$ cat src/rtl/gradient_adder_sched.sv
// Round-robin scheduler sharing one registered signed gradient adder among NUM_REQ requesters.
// Issues at most one grant per cycle and returns id-tagged sums with a signed-overflow flag.
module gradient_adder_sched #(
  parameter int NUM_REQ = 4,
  parameter int DATA_W  = 16,
  parameter int ID_W    = $clog2(NUM_REQ)
) (
  input  logic                      clk,
  input  logic                      resetb,
  input  logic                      halt,
  input  logic [NUM_REQ-1:0]        req,
  input  logic [NUM_REQ*DATA_W-1:0] req_a,
  input  logic [NUM_REQ*DATA_W-1:0] req_b,
  output logic [NUM_REQ-1:0]        gnt,
  output logic [DATA_W-1:0]         add_a,
  output logic [DATA_W-1:0]         add_b,
  output logic                      add_en,
  input  logic [DATA_W-1:0]         add_sum,
  output logic                      rsp_valid,
  output logic [ID_W-1:0]           rsp_id,
  output logic [DATA_W-1:0]         rsp_sum,
  output logic                      rsp_ovf,
  output logic                      busy
);

  typedef enum logic [1:0] {IDLE, ACTIVE, DRAIN} state_t;

  state_t            state, state_nxt;
  logic [ID_W-1:0]   ptr;
  logic [ID_W-1:0]   off_sel;
  logic [ID_W:0]     id_sum;
  logic [ID_W-1:0]   gnt_id;
  logic [2*NUM_REQ-1:0] req_dbl;
  logic [NUM_REQ-1:0]   req_rot;
  logic              any_req;
  logic              grant_ok;
  logic              s1_valid;
  logic [ID_W-1:0]   s1_id;
  logic              s1_sa;
  logic              s1_sb;

  assign any_req  = |req;
  // Grants are gated by reset so every output reads 0 while resetb is low.
  assign grant_ok = resetb && !halt && any_req && (state != DRAIN);
  assign busy     = (state != IDLE);

  // Rotate requests so the pointer position becomes bit 0, then take the lowest set bit.
  assign req_dbl = {req, req} >> ptr;
  assign req_rot = req_dbl[NUM_REQ-1:0];

  always_comb begin
    // NOTE: every always_comb output gets a default first so no path can infer a latch.
    off_sel = '0;
    for (int off = NUM_REQ - 1; off >= 0; off--) begin
      if (req_rot[off]) off_sel = ID_W'(off);
    end
  end

  assign id_sum = {1'b0, ptr} + {1'b0, off_sel};
  assign gnt_id = (id_sum >= (ID_W+1)'(NUM_REQ)) ? ID_W'(id_sum - (ID_W+1)'(NUM_REQ))
                                                 : ID_W'(id_sum);

  always_comb begin
    gnt   = '0;
    add_a = '0;
    add_b = '0;
    for (int i = 0; i < NUM_REQ; i++) begin
      gnt[i] = grant_ok && (gnt_id == ID_W'(i));
      if (gnt[i]) begin
        add_a = req_a[i*DATA_W +: DATA_W];
        add_b = req_b[i*DATA_W +: DATA_W];
      end
    end
  end

  assign add_en = |gnt;

  always_comb begin
    state_nxt = state;
    case (state)
      IDLE:    if (any_req && !halt) state_nxt = ACTIVE;
      ACTIVE: begin
        if (halt)          state_nxt = DRAIN;
        else if (!any_req) state_nxt = s1_valid ? DRAIN : IDLE;
      end
      DRAIN:   if (!s1_valid) state_nxt = (any_req && !halt) ? ACTIVE : IDLE;
      default: state_nxt = IDLE;
    endcase
  end

  // NOTE: sequential state uses non-blocking assignments so all flops update from pre-edge values.
  always_ff @(posedge clk or negedge resetb) begin
    if (!resetb) begin
      state <= IDLE;
      ptr   <= '0;
    end else begin
      state <= state_nxt;
      if (add_en) ptr <= (gnt_id == ID_W'(NUM_REQ - 1)) ? '0 : gnt_id + 1'b1;
    end
  end

  // Stage 1 travels alongside the adder's own register; the response stage follows it.
  always_ff @(posedge clk or negedge resetb) begin
    if (!resetb) begin
      s1_valid  <= 1'b0;
      s1_id     <= '0;
      s1_sa     <= 1'b0;
      s1_sb     <= 1'b0;
      rsp_valid <= 1'b0;
      rsp_id    <= '0;
      rsp_sum   <= '0;
      rsp_ovf   <= 1'b0;
    end else begin
      s1_valid  <= add_en;
      s1_id     <= gnt_id;
      s1_sa     <= add_a[DATA_W-1];
      s1_sb     <= add_b[DATA_W-1];
      rsp_valid <= s1_valid;
      rsp_id    <= s1_valid ? s1_id : '0;
      rsp_sum   <= s1_valid ? add_sum : '0;
      rsp_ovf   <= s1_valid && (s1_sa == s1_sb) && (add_sum[DATA_W-1] != s1_sa);
    end
  end

endmodule
$ cat config.mk
export PLATFORM = sky130hd
export DESIGN_NAME = gradient_adder_sched
export DESIGN_NICKNAME = d
export VERILOG_FILES = /design/src/rtl/gradient_adder_sched.sv
export SDC_FILE = /design/constraint.sdc
export NUM_CORES = 1
export LEC_CHECK = 0
export BUFFER_PORTS_ARGS = -buffer_cell sky130_fd_sc_hd__buf_2
export CAP_MARGIN = 0
export CORE_ASPECT_RATIO = 0.6
export CORE_UTILIZATION = 39
export CTS_BUF_LIST = sky130_fd_sc_hd__clkbuf_4 sky130_fd_sc_hd__clkbuf_8 sky130_fd_sc_hd__clkbuf_16
export CTS_CLUSTER_SIZE = 8
export DETAILED_ROUTE_END_ITERATION = 8
export GPL_ROUTABILITY_DRIVEN = 1
export PLACE_DENSITY = 0.93
export SYNTH_ARGS = -nofsm -noshare
export SYNTH_HDL_FRONTEND = slang
export SYNTH_SLANG_ARGS = --single-unit
$ cat constraint.sdc
create_clock -name clk -period 3.8 [get_ports clk]
set_input_delay 0.57 -clock clk [delete_from_list [all_inputs] [get_ports clk]]
set_output_delay 0.57 -clock clk [all_outputs]
set_load 0.005 [all_outputs]
==> results by group, run 1 <==
Placed design
  • Final RePlAce weighted congestion: 0.856
  • Area after DPL: 3510 um^2
  • Post-DP HPWL: 7.05 mm
  • Placed insts: 585
  • Port buffer count: 208

Detailed routing
  • Metal2 WL: 4.66 mm
  • Routed wire per std cell: 15.5 um
  • Routed wl met3: 565 um
  • Post-Route M1 WL: 3.85 mm
  • Via density: 5.28
  • Routed via count: 3134
  • DR pass1 iterations: 5
  • Post-route DRC: 0
  • Post-route ant nets: 0
  • Routed wire length: 9.17 mm
  • 1st-iter DRT viols: 279
  • DR top layer: met4

Logic synthesis
  • Sequential share of the synthesized area: 30.1%
  • Mapped Area: 2410 um^2
  • Top-count cell post-synth: nor2_1
  • Syn avg cell area: 7.56 um^2
  • Syn Inst Count: 319
  • Synth Flop Type: dfrtp_1
  • Ys Warns: 0
  • Cell taking the most area after synthesis: dfrtp_1
  • #FFs+latches synth: 29
  • Syn_nets: 475
  • Commonest cells in the netlist: nor2_1 (36), nand2_1 (35), a21oi_1 (34), o21ai_0 (34), o21a_1 (31)
  • EDFF count, synth: 0
  • Synth top area share: 30.1%
  • Synth cell types: 38
  • Largest cells by area after synthesis: dfrtp_1 (30%), o21a_1 (9.7%), a22oi_1 (9.3%)
  • Async SR Flop Fraction: 100%

STA
  • Final period util: 95.4%
  • Final Setup Violations: 0
  • Actual slew at the worst max-slew pin: 0.633 ns
  • Clock skew: 0.00561 ns
  • Min cycle time layout: 3.63 ns
  • Final Hold Viols: 0
  • Final Slew Violations: 0
  • Fmax: 0.276 GHz
  • RSZ-0062 raised after global routing: no
  • Sum Neg Setup Slack: 0 ns
  • Slew HR: 57.8%

Floorplan
  • Die width: 104 um
  • Num rows: 21
  • I/O Pins: 209
  • Chip Height: 62.9 um
  • Core ar.: 5750 um^2
  • Die area: 6510 um^2
  • Starting Density: 41.9%

Cells and area
  • Multi-input gate area in the final layout: 1520 um^2
  • Final instance area: 3630 um^2
  • Layout cells sized above 1: 46.8%
  • Antenna diode count: 0
  • Layout area overhead: 50.5%
  • Count of non-filler cells in the finished layout: 593
  • Layout Utilization: 63.1%
  • Final nets: 668
  • FF/Latch Area: 727 um^2
  • Fillers: 492

Pwr
  • P per Cell Area: 939 nW/um^2
  • Comb pwr share: 81.0%
  • Worst VDD drop: 0.536 mV
  • P_int: 1720 uW
  • Sequential Power Share: 11.4%
  • Switch Pwr: 1690 uW
  • Clk pwr share: 7.5%
  • Pleak: 0.00191 uW
  • Switching Fraction: 49.5%

CTS
  • CTS tree: yes
  • CTS Buffer Depth: 2
  • Worst-path clk slew: 0.06 ns
  • CTS root buffer: clkbuf_8
  • Total CTS buffers: 5
  • H-tree levels: 2
  • Post-CTS Setup Inserts: 0
  • # hold bufs at CTS: 0
  • Worst skew pair latency: 0.27 ns
  • Clock Sinks: 29

Critical path
  • Crit path DAT: 3.06 ns
  • Worst-path maximum fanout: 20
  • WP data required: 3.23 ns
  • Critical path type: in2out
  • Startpoint Class: primary input
  • Critical Path Sink Type: output pin

Global route
  • Largest net degree at the start of global routing: 43
  • Global-route wire length before repair: 13.9 mm
  • Vias in the first global route: 2865
  • GR Overflow Total: 0
  • Initial antenna violation count: 0
  • GRT Overall Usage: 26.9%

Min path
  • Worst Hold Class: in2async

Run status
  • Status: completed

Flow run
  • Maximum capacitance violations: 0
[routing by layer]
| metal | global-route usage (%) | vias to the layer above |
|---|---|---|
| met5 | 0 | - |
| met4 | 6.52 | 0 |
| met3 | 4.07 | 8 |
| met2 | 48.9 | 163 |
| met1 | 33.5 | 1456 |
| li1 | - | 1507 |
[path summary, 6_finish.rpt]
kind | startpoint | slack [ns] | endpoint | cells after the start
min in group clk | s1_id[1] | 0.47 | rsp_id[1] | 1
worst max register to register | ptr[0] | 1.15 | s1_sa | 11
worst min-delay path | resetb | 0.35 | rsp_sum[6] | 2
worst min register to register | s1_id[1] | 0.47 | rsp_id[1] | 1
max in group asynchronous | resetb | 3.16 | ptr[0] | 2
worst max-delay path | req[2] | 0.17 | add_b[13] | 14
[area by class of cell]
class	instances	area share, %
multi-input cells	253	41.8
repair buffers	218	32.3
flip-flops and latches	29	20.0
well taps	80	2.76
clock buffers	8	2.52
inverters	5	0.517
[layout by cell type (no fill, tap or decap), types with 5 or more instances in the layout]
cell	n
nand2_1	35
nor2_1	36
a21oi_1	34
o21a_1	31
a22oi_1	30
buf_2	208
dfrtp_1	28
clkbuf_8	5
o21ai_0	33
and2_1	21
[power groups by stage]
| stage | clock [uW] | sequential (uW) | combinational, uW |
|---|---|---|---|
| floorplan | 0 | 376 | 1860 |
| global placement | 0 | 387 | 2570 |
| detailed placement | 0 | 393 | 2680 |
| CTS | 263 | 388 | 2690 |
| global route | 277 | 399 | 3040 |
| finish | 257 | 389 | 2760 |
[kinds of logic after synthesis]
kind of cell,after synthesis,share of synthesized area [%]
AO/OA/AOI/OAI,139,36.7
AND/OR/NAND/NOR,106,21.6
buffers and inverters,37,7.73
flip-flops,29,30.1
adder cells (fa/ha/maj),5,2.59
XOR/XNOR,2,0.727
multiplexers,1,0.467
[flip-flops by register name (all words and copies together) (netlist names)]
signal / flops
s1_sa: 1
s1_valid: 1
state: 2
rsp_sum: 16
s1_sb: 1
rsp_valid: 1
rsp_id: 2
ptr: 2
rsp_ovf: 1
s1_id: 2
[repair_timing]
action / in CTS / in global routing
hold endpoints to repair: 0 / 0
endpoints found under the setup margin: 0 / 32
resized for setup: 0 / 9
[critical path: stages]
cell	delay [ns]
buf_2	0.14
nor2b_1	0.15
a221oi_1	0.29
a31oi_1	0.08
a211o_1	0.25
ha_2	0.21
xnor2_1	0.22
ha_2	0.27
buf_12	0.16
nand2_1	0.05
o21ai_0	0.30
a22oi_1	0.11
nor2_1	0.10
buf_2	0.14
[through the flow]
stage                     worst slack [ns]  hold slack, ns  total power [uW]
after floorplan                      0.592           0.274              2230
after global placement               0.274           0.438              2960
after detailed placement             0.146           0.455              3070
after CTS                            0.127           0.353              3340
after global routing               0.00474           0.380              3710
final                                0.174           0.354              3410
(Power assumes the default switching activity.)
==> run 2: changes to the inputs <==
--- a/config.mk
+++ b/config.mk
@@ -12,8 +12,9 @@
 export CTS_BUF_LIST = sky130_fd_sc_hd__clkbuf_4 sky130_fd_sc_hd__clkbuf_8 sky130_fd_sc_hd__clkbuf_16
 export CTS_CLUSTER_SIZE = 8
 export DETAILED_ROUTE_END_ITERATION = 8
-export GPL_ROUTABILITY_DRIVEN = 1
-export PLACE_DENSITY = 0.93
+export GPL_ROUTABILITY_DRIVEN = 0
+export GPL_TIMING_DRIVEN = 0
+export PLACE_DENSITY_LB_ADDON = 0.05
 export SYNTH_ARGS = -nofsm -noshare
 export SYNTH_HDL_FRONTEND = slang
 export SYNTH_SLANG_ARGS = --single-unit
==> results by group, run 2 (synthesis gave the netlist of run 1 again) <==
Detailed routing
  • Post-route ant nets: 0 (unchanged)
  • Via density: 5.11 (-3.2%)
  • Post-route DRC: 0 (unchanged)
  • 1st-iter DRT viols: 216 (-23%)
  • Routed via count: 3145 (+0.35%)
  • DR pass1 iterations: 5 (unchanged)
  • Routed wire length: 8.97 mm (-2.1%)
  • Routed wire per std cell: 14.6 um (-5.6%)

Pwr
  • Pleak: 0.00201 uW (+5.1%)
  • Worst VDD drop: 0.461 mV (-14%)
  • P per Cell Area: 912 nW/um^2 (-2.9%)

Min path
  • Worst Hold Class: in2async

STA
  • Min cycle time layout: 3.59 ns (-0.0361 ns)
  • Worst Hold Slack: 0.328 ns (-0.0260 ns)
  • Post-route setup slack: 0.210 ns (+0.0361 ns)
  • Slew HR: 53.3% (-4.6 points)
  • Fmax: 0.279 GHz (+1.0%)
  • Clock skew: 0.00749 ns (+0.00188 ns)
  • Final Setup Violations: 0 (unchanged)
  • Sum Neg Setup Slack: 0 ns (unchanged)
  • Actual slew at the worst max-slew pin: 0.701 ns (+0.0686 ns)
  • Final Hold Viols: 0 (unchanged)
  • Final Slew Violations: 0 (unchanged)
  • Final period util: 94.5% (-0.95 points)

Critical path
  • Reg2Reg Depth: 13 (+2)
  • WP data required: 3.23 ns (about the same)
  • Startpoint Class: primary input
  • Critical-path cell list: buf_2 -> nor2b_1 -> a221oi_2 -> a31oi_1 -> a211o_1 -> ha_4 -> xor2_4 -> ha_1 -> buf_2 -> inv_2 -> clkbuf_4 -> o21a_1 -> a22oi_1 -> nor2_1 -> buf_2
  • Critical path type: in2out
  • Most frequent cell on the critical path: buf_2
  • FF-to-FF Start: ptr[0]
  • Max incr delay on CP: 0.28 ns (-0.02 ns)
  • Crit path DAT: 3.02 ns (-0.04 ns)
  • Critical Path Sink Type: output pin
  • Slowest-stage cell, CP: a211o_1
  • Reg-to-reg slack, setup: 1.20 ns (+0.05 ns)
  • Worst-path maximum fanout: 10 (-50%)
  • FF-to-FF End: s1_sb

Floorplan
  • Chip Height: 62.9 um (unchanged)
  • Die area: 6510 um^2 (unchanged)
  • I/O Pins: 209 (unchanged)
  • Starting Density: 41.9% (unchanged)
  • Die width: 104 um (unchanged)
  • Core ar.: 5750 um^2 (unchanged)
  • Num rows: 21 (unchanged)

CTS
  • Clock Sinks: 29 (unchanged)
  • # hold bufs at CTS: 0 (unchanged)
  • CTS root buffer: clkbuf_8
  • CTS tree: yes
  • Total CTS buffers: 5 (unchanged)
  • CTS Buffer Depth: 2 (unchanged)
  • Worst skew pair latency: 0.28 ns (about the same)
  • H-tree levels: 2 (unchanged)
  • Worst-path clk slew: 0.07 ns (about the same)

Placed design
  • Setup WS pre-CTS: -0.0333 ns (-0.179 ns)
  • Post-DP HPWL: 7.17 mm (+1.6%)
  • Port buffer count: 207 (-0.48%)

Global route
  • Vias in the first global route: 3023 (+5.5%)
  • Largest net degree at the start of global routing: 31 (-28%)
  • Global-route wire length before repair: 14.7 mm (+6.0%)
  • GRT Overall Usage: 28.2% (+1.3 points)
  • GR Overflow Total: 0 (unchanged)
  • Initial antenna violation count: 0 (unchanged)

Cells and area
  • Final nets: 690 (+3.3%)
  • Fillers: 541 (+10%)
  • Commonest non-fill, non-tap cell in the layout: buf_2
  • Antenna diode count: 0 (unchanged)
  • Layout area overhead: 56.1%
  • Largest Register: rsp_sum
  • Commonest cells after routing, fill and taps aside: buf_2 (215), nor2_1 (36), nand2_1 (35), a21oi_1 (34), o21ai_0 (34)
  • FF/Latch Area: 726 um^2 (-0.17%)
  • Multi-input gate area in the final layout: 1540 um^2 (+1.2%)
  • Max reg flops: 16 (unchanged)
  • Layout cells sized above 1: 48.2% (+1.4 points)

Run status
  • Status: completed

Flow run
  • Maximum capacitance violations: 0 (unchanged)
-- run 2: cell count changes in the layout (fill, tap and decap cells not counted), sizes merged --
cell / delta
buf: +5
bufinv: +1
clkbuf: +15
clkinvlp: +1
-- run 2: where the power goes --
part / total, uW / switching [uW] / internal (uW)
registers: 377 / 24.9 / 353
clock network: 336 / 123 / 213
logic: 2720 / 1510 / 1220
-- run 2: through the flow --
| stage | cells | instance area, um^2 | power (uW) | util, % |
|---|---|---|---|---|
| after global placement | 606 | 3550 | 2860 | 61.6 |
| after CTS | 614 | 3670 | 3280 | 63.9 |
| final | 615 | 3760 | 3430 | 65.4 |
| after detailed placement | 606 | 3550 | 2920 | 61.6 |
| after floorplan | 319 | 2410 | 2230 | - |
| after global routing | 615 | 3760 | 3830 | 65.4 |
-- run 2: how the worst max path moves through the flow --
stage / startpoint / endpoint / slack, ns / cells past startpoint
5_1_grt: req[2] / add_a[9] / -0.006 / 15
2_1_floorplan: req[0] / add_a[0] / 0.59 / 14
3_3_place_gp: req[2] / add_a[9] / -0.003 / 13
3_5_place_dp: req[2] / add_a[9] / -0.03 / 13
6_report: req[2] / add_a[5] / 0.21 / 15
4_1_cts: ptr[0] / add_a[9] / 0.002 / 15
-- run 2: repair_timing --
action	4_1_cts	5_1_grt
setup endpoints to repair	21	35
setup buffers	0	1
gates resized for setup	6	47
pin swaps	0	1
-- run 2: critical path, delay by kind of cell --
family                     cells  cell delay [ns]
buffers and inverters          5             0.78
AOI/OAI and AO/OA              5             0.78
adders and majority gates      2             0.41
and+or+nand+nor                2             0.28
xor gates and xnor gates       1             0.19
-- run 2: layout make-up --
class	count	area share [%]
Inverter	5	0.499
Clock buffer	6	2.19
Clock inverter	2	0.997
Multi-Input combinational cell	253	40.8
Sequential cell	29	19.3
Timing Repair Buffer	208	27.7
Buffer	32	5.85
Tap cell	80	2.66
-- run 2: per-layer routing --
layer | wire length [um] | global-route usage, %
met4 | 125 | 5.98
met1 | 3960 | 37.6
met3 | 623 | 5.74
met2 | 4270 | 47.1
met5 | 0 | 0
==> run 3: changes to the inputs <==
--- a/config.mk
+++ b/config.mk
@@ -7,11 +7,11 @@
 export LEC_CHECK = 0
 export BUFFER_PORTS_ARGS = -buffer_cell sky130_fd_sc_hd__buf_2
 export CAP_MARGIN = 0
-export CORE_ASPECT_RATIO = 0.6
-export CORE_UTILIZATION = 39
+export CORE_AREA = 2 2 82 84
 export CTS_BUF_LIST = sky130_fd_sc_hd__clkbuf_4 sky130_fd_sc_hd__clkbuf_8 sky130_fd_sc_hd__clkbuf_16
 export CTS_CLUSTER_SIZE = 8
 export DETAILED_ROUTE_END_ITERATION = 8
+export DIE_AREA = 0 0 84 86
 export GPL_ROUTABILITY_DRIVEN = 0
 export GPL_TIMING_DRIVEN = 0
 export PLACE_DENSITY_LB_ADDON = 0.05
==> constraint.sdc (replaced) <==
create_clock -name clk -period 4.16 [get_ports clk]
set_input_delay 0.624 -clock clk [delete_from_list [all_inputs] [get_ports clk]]
set_output_delay 0.624 -clock clk [all_outputs]
set_load 0.005 [all_outputs]
==> results by group, run 3 (synthesis gave the netlist of run 1 again) <==
CTS
  • Worst skew pair latency: 0.27 ns (about the same)
  • H-tree levels: 2 (unchanged)
  • Total CTS buffers: 5 (unchanged)
  • CTS tree: yes
  • CTS Buffer Depth: 2 (unchanged)
  • Post-CTS Setup Inserts: 0 (unchanged)
  • # hold bufs at CTS: 0 (unchanged)
  • Clock Sinks: 29 (unchanged)
  • CTS root buffer: clkbuf_8
  • Worst-path clk slew: 0.06 ns (about the same)

Critical path
  • WP data required: 3.54 ns (+0.31 ns)
  • FF-to-FF End: s1_sb
  • FF-to-FF Start: ptr[0]
  • Reg2Reg Depth: 12 (-1)
  • Critical path type: in2out
  • Startpoint Class: primary input
  • Critical Path Sink Type: output pin
  • Reg-to-reg slack, setup: 1.31 ns (+0.11 ns)
  • Crit path DAT: 3.25 ns (+0.23 ns)
  • Worst-path maximum fanout: 10 (unchanged)

Floorplan
  • Core ar.: 6280 um^2 (+9.1%)
  • Die width: 84 um (-19%)
  • I/O Pins: 209 (unchanged)
  • Die area: 7220 um^2 (+11%)
  • Num rows: 29 (+38%)
  • Starting Density: 38.4% (-3.5 points)
  • Chip Height: 86 um (+37%)

Global route
  • GR Overflow Total: 0 (unchanged)
  • Busiest grt layer: met2
  • Routing usage on met3: 5.87% (+0.14 points)
  • Vias in the first global route: 2936 (-2.9%)
  • GRT Overall Usage: 23.0% (-5.2 points)
  • Met2 GRT Util: 39.1% (-8.1 points)
  • Largest net degree at the start of global routing: 31 (unchanged)
  • Initial antenna violation count: 0 (unchanged)
  • M1 GR Usage: 28.2% (-9.4 points)
  • Global-route wire length before repair: 13.6 mm (-7.4%)

STA
  • Clock skew: 0.00345 ns (-0.00404 ns)
  • Sum Neg Setup Slack: 0 ns (unchanged)
  • Final period util: 93.2%
  • Slew HR: 54.9% (+1.7 points)
  • Final Slew Violations: 0 (unchanged)
  • Final Setup Violations: 0 (unchanged)
  • Final Hold Viols: 0 (unchanged)
  • Min cycle time layout: 3.88 ns
  • RSZ-0062 raised after global routing: no
  • Fmax: 0.258 GHz
  • Actual slew at the worst max-slew pin: 0.676 ns (-0.0249 ns)

Pwr
  • Clk pwr share: 8.0% (-1.8 points)
  • Switching Fraction: 50.0% (+1.9 points)
  • Comb pwr share: 80.3% (+1.1 points)
  • Worst VDD drop: 0.527 mV (+14%)
  • Switch Pwr: 1460 uW (-12%)
  • P_int: 1460 uW (-18%)
  • P per Cell Area: 802 nW/um^2 (-12%)
  • Pleak: 0.00195 uW (-2.9%)
  • Sequential Power Share: 11.7% (+0.7 points)

Placed design
  • Port buffer count: 207 (unchanged)
  • Post-DP HPWL: 6.98 mm (-2.6%)
  • Placed insts: 603 (-0.50%)

Cells and area
  • Max reg flops: 16 (unchanged)
  • Final nets: 689 (-0.14%)
  • Antenna diode count: 0 (unchanged)
  • Largest Register: rsp_sum
  • Count of non-filler cells in the finished layout: 610 (-0.81%)
  • Layout cells sized above 1: 45.6% (-2.6 points)
  • Commonest cells after routing, fill and taps aside: buf_2 (218), nor2_1 (36), nand2_1 (35), a21oi_1 (34), o21ai_0 (34)
  • Layout area overhead: 51.1%
  • Commonest non-fill, non-tap cell in the layout: buf_2

Detailed routing
  • DR pass1 iterations: 4 (-1)
  • Routed via count: 3094 (-1.6%)
  • 1st-iter DRT viols: 167 (-23%)
  • Post-route DRC: 0 (unchanged)
  • Routed wire per std cell: 14.4 um (-1.6%)
  • Post-route ant nets: 0 (unchanged)
  • Via density: 5.07 (-0.82%)
  • Routed wire length: 8.76 mm (-2.4%)

Min path
  • Worst Hold Class: in2async

Flow run
  • Maximum capacitance violations: 0 (unchanged)

Run status
  • Status: completed
run 3: cell count changes in the layout (fill, tap and decap cells not counted), sizes merged:
cell,delta
clkinvlp,-1
bufinv,-1
clkbuf,+1
buf,-1
run 3: final cells by class:
class | instances | area [um^2]
clock buffers | 7 | 90.1
plain buffers | 32 | 176
inverters | 5 | 18.8
well taps | 77 | 96.3
fillers | 633 | 2640
repair buffers | 207 | 1040
flip-flops and latches | 29 | 726
multi-input cells | 253 | 1500
run 3: power by group through the flow:
| stage | logic (uW) | clock network, uW | registers, uW |
|---|---|---|---|
| 2_1_floorplan | 1700 | 0 | 343 |
| 3_3_place_gp | 2280 | 0 | 345 |
| 3_5_place_dp | 2310 | 0 | 347 |
| 4_1_cts | 2320 | 240 | 342 |
| 5_1_grt | 2670 | 256 | 347 |
| 6_report | 2350 | 233 | 342 |
run 3: per-stage QoR:
stage	power, uW	setup slack [ns]	utilization [%]	hold WS (ns)	cell area [um^2]
6_report	2920	0.284	58.0	0.387	3640
5_1_grt	3270	0.00883	58.0	0.428	3640
4_1_cts	2900	0.207	57.9	0.402	3630
3_5_place_dp	2660	0.232	56.4	0.407	3540
3_3_place_gp	2630	0.275	56.4	0.415	3540
2_1_floorplan	2040	0.844	-	0.328	2410
run 3: how the worst max path moves through the flow:
stage                      start         to
after floorplan           req[0]   add_a[0]
after global placement    req[2]  add_a[12]
after detailed placement  req[2]  add_b[11]
after CTS                 req[2]  add_b[11]
after global routing      ptr[0]  add_b[12]
final                     req[2]  add_b[11]
run 3: repair_timing:
item,in CTS,in global routing
setup endpoints to repair,0,13
endpoints found under the hold margin,0,0
resized for setup,0,11
run 3: layer usage:
metal / wire [um] / up-vias
met3: 770 / 19
met2: 4420 / 134
met5: 0 / -
met4: 204 / 0
met1: 3360 / 1391
li1: - / 1550
run 3: worst max-delay path: stages:
cell and delay [ns]:
buf_2 0.14, nor2b_1 0.13, a221oi_1 0.27, a31oi_1 0.07
a211o_1 0.24, ha_1 0.22, xor2_1 0.28, ha_1 0.19
buf_2 0.17, clkbuf_1 0.38, a21oi_1 0.06, o21ai_0 0.12
a22oi_1 0.10, nor2_1 0.12, buf_2 0.12
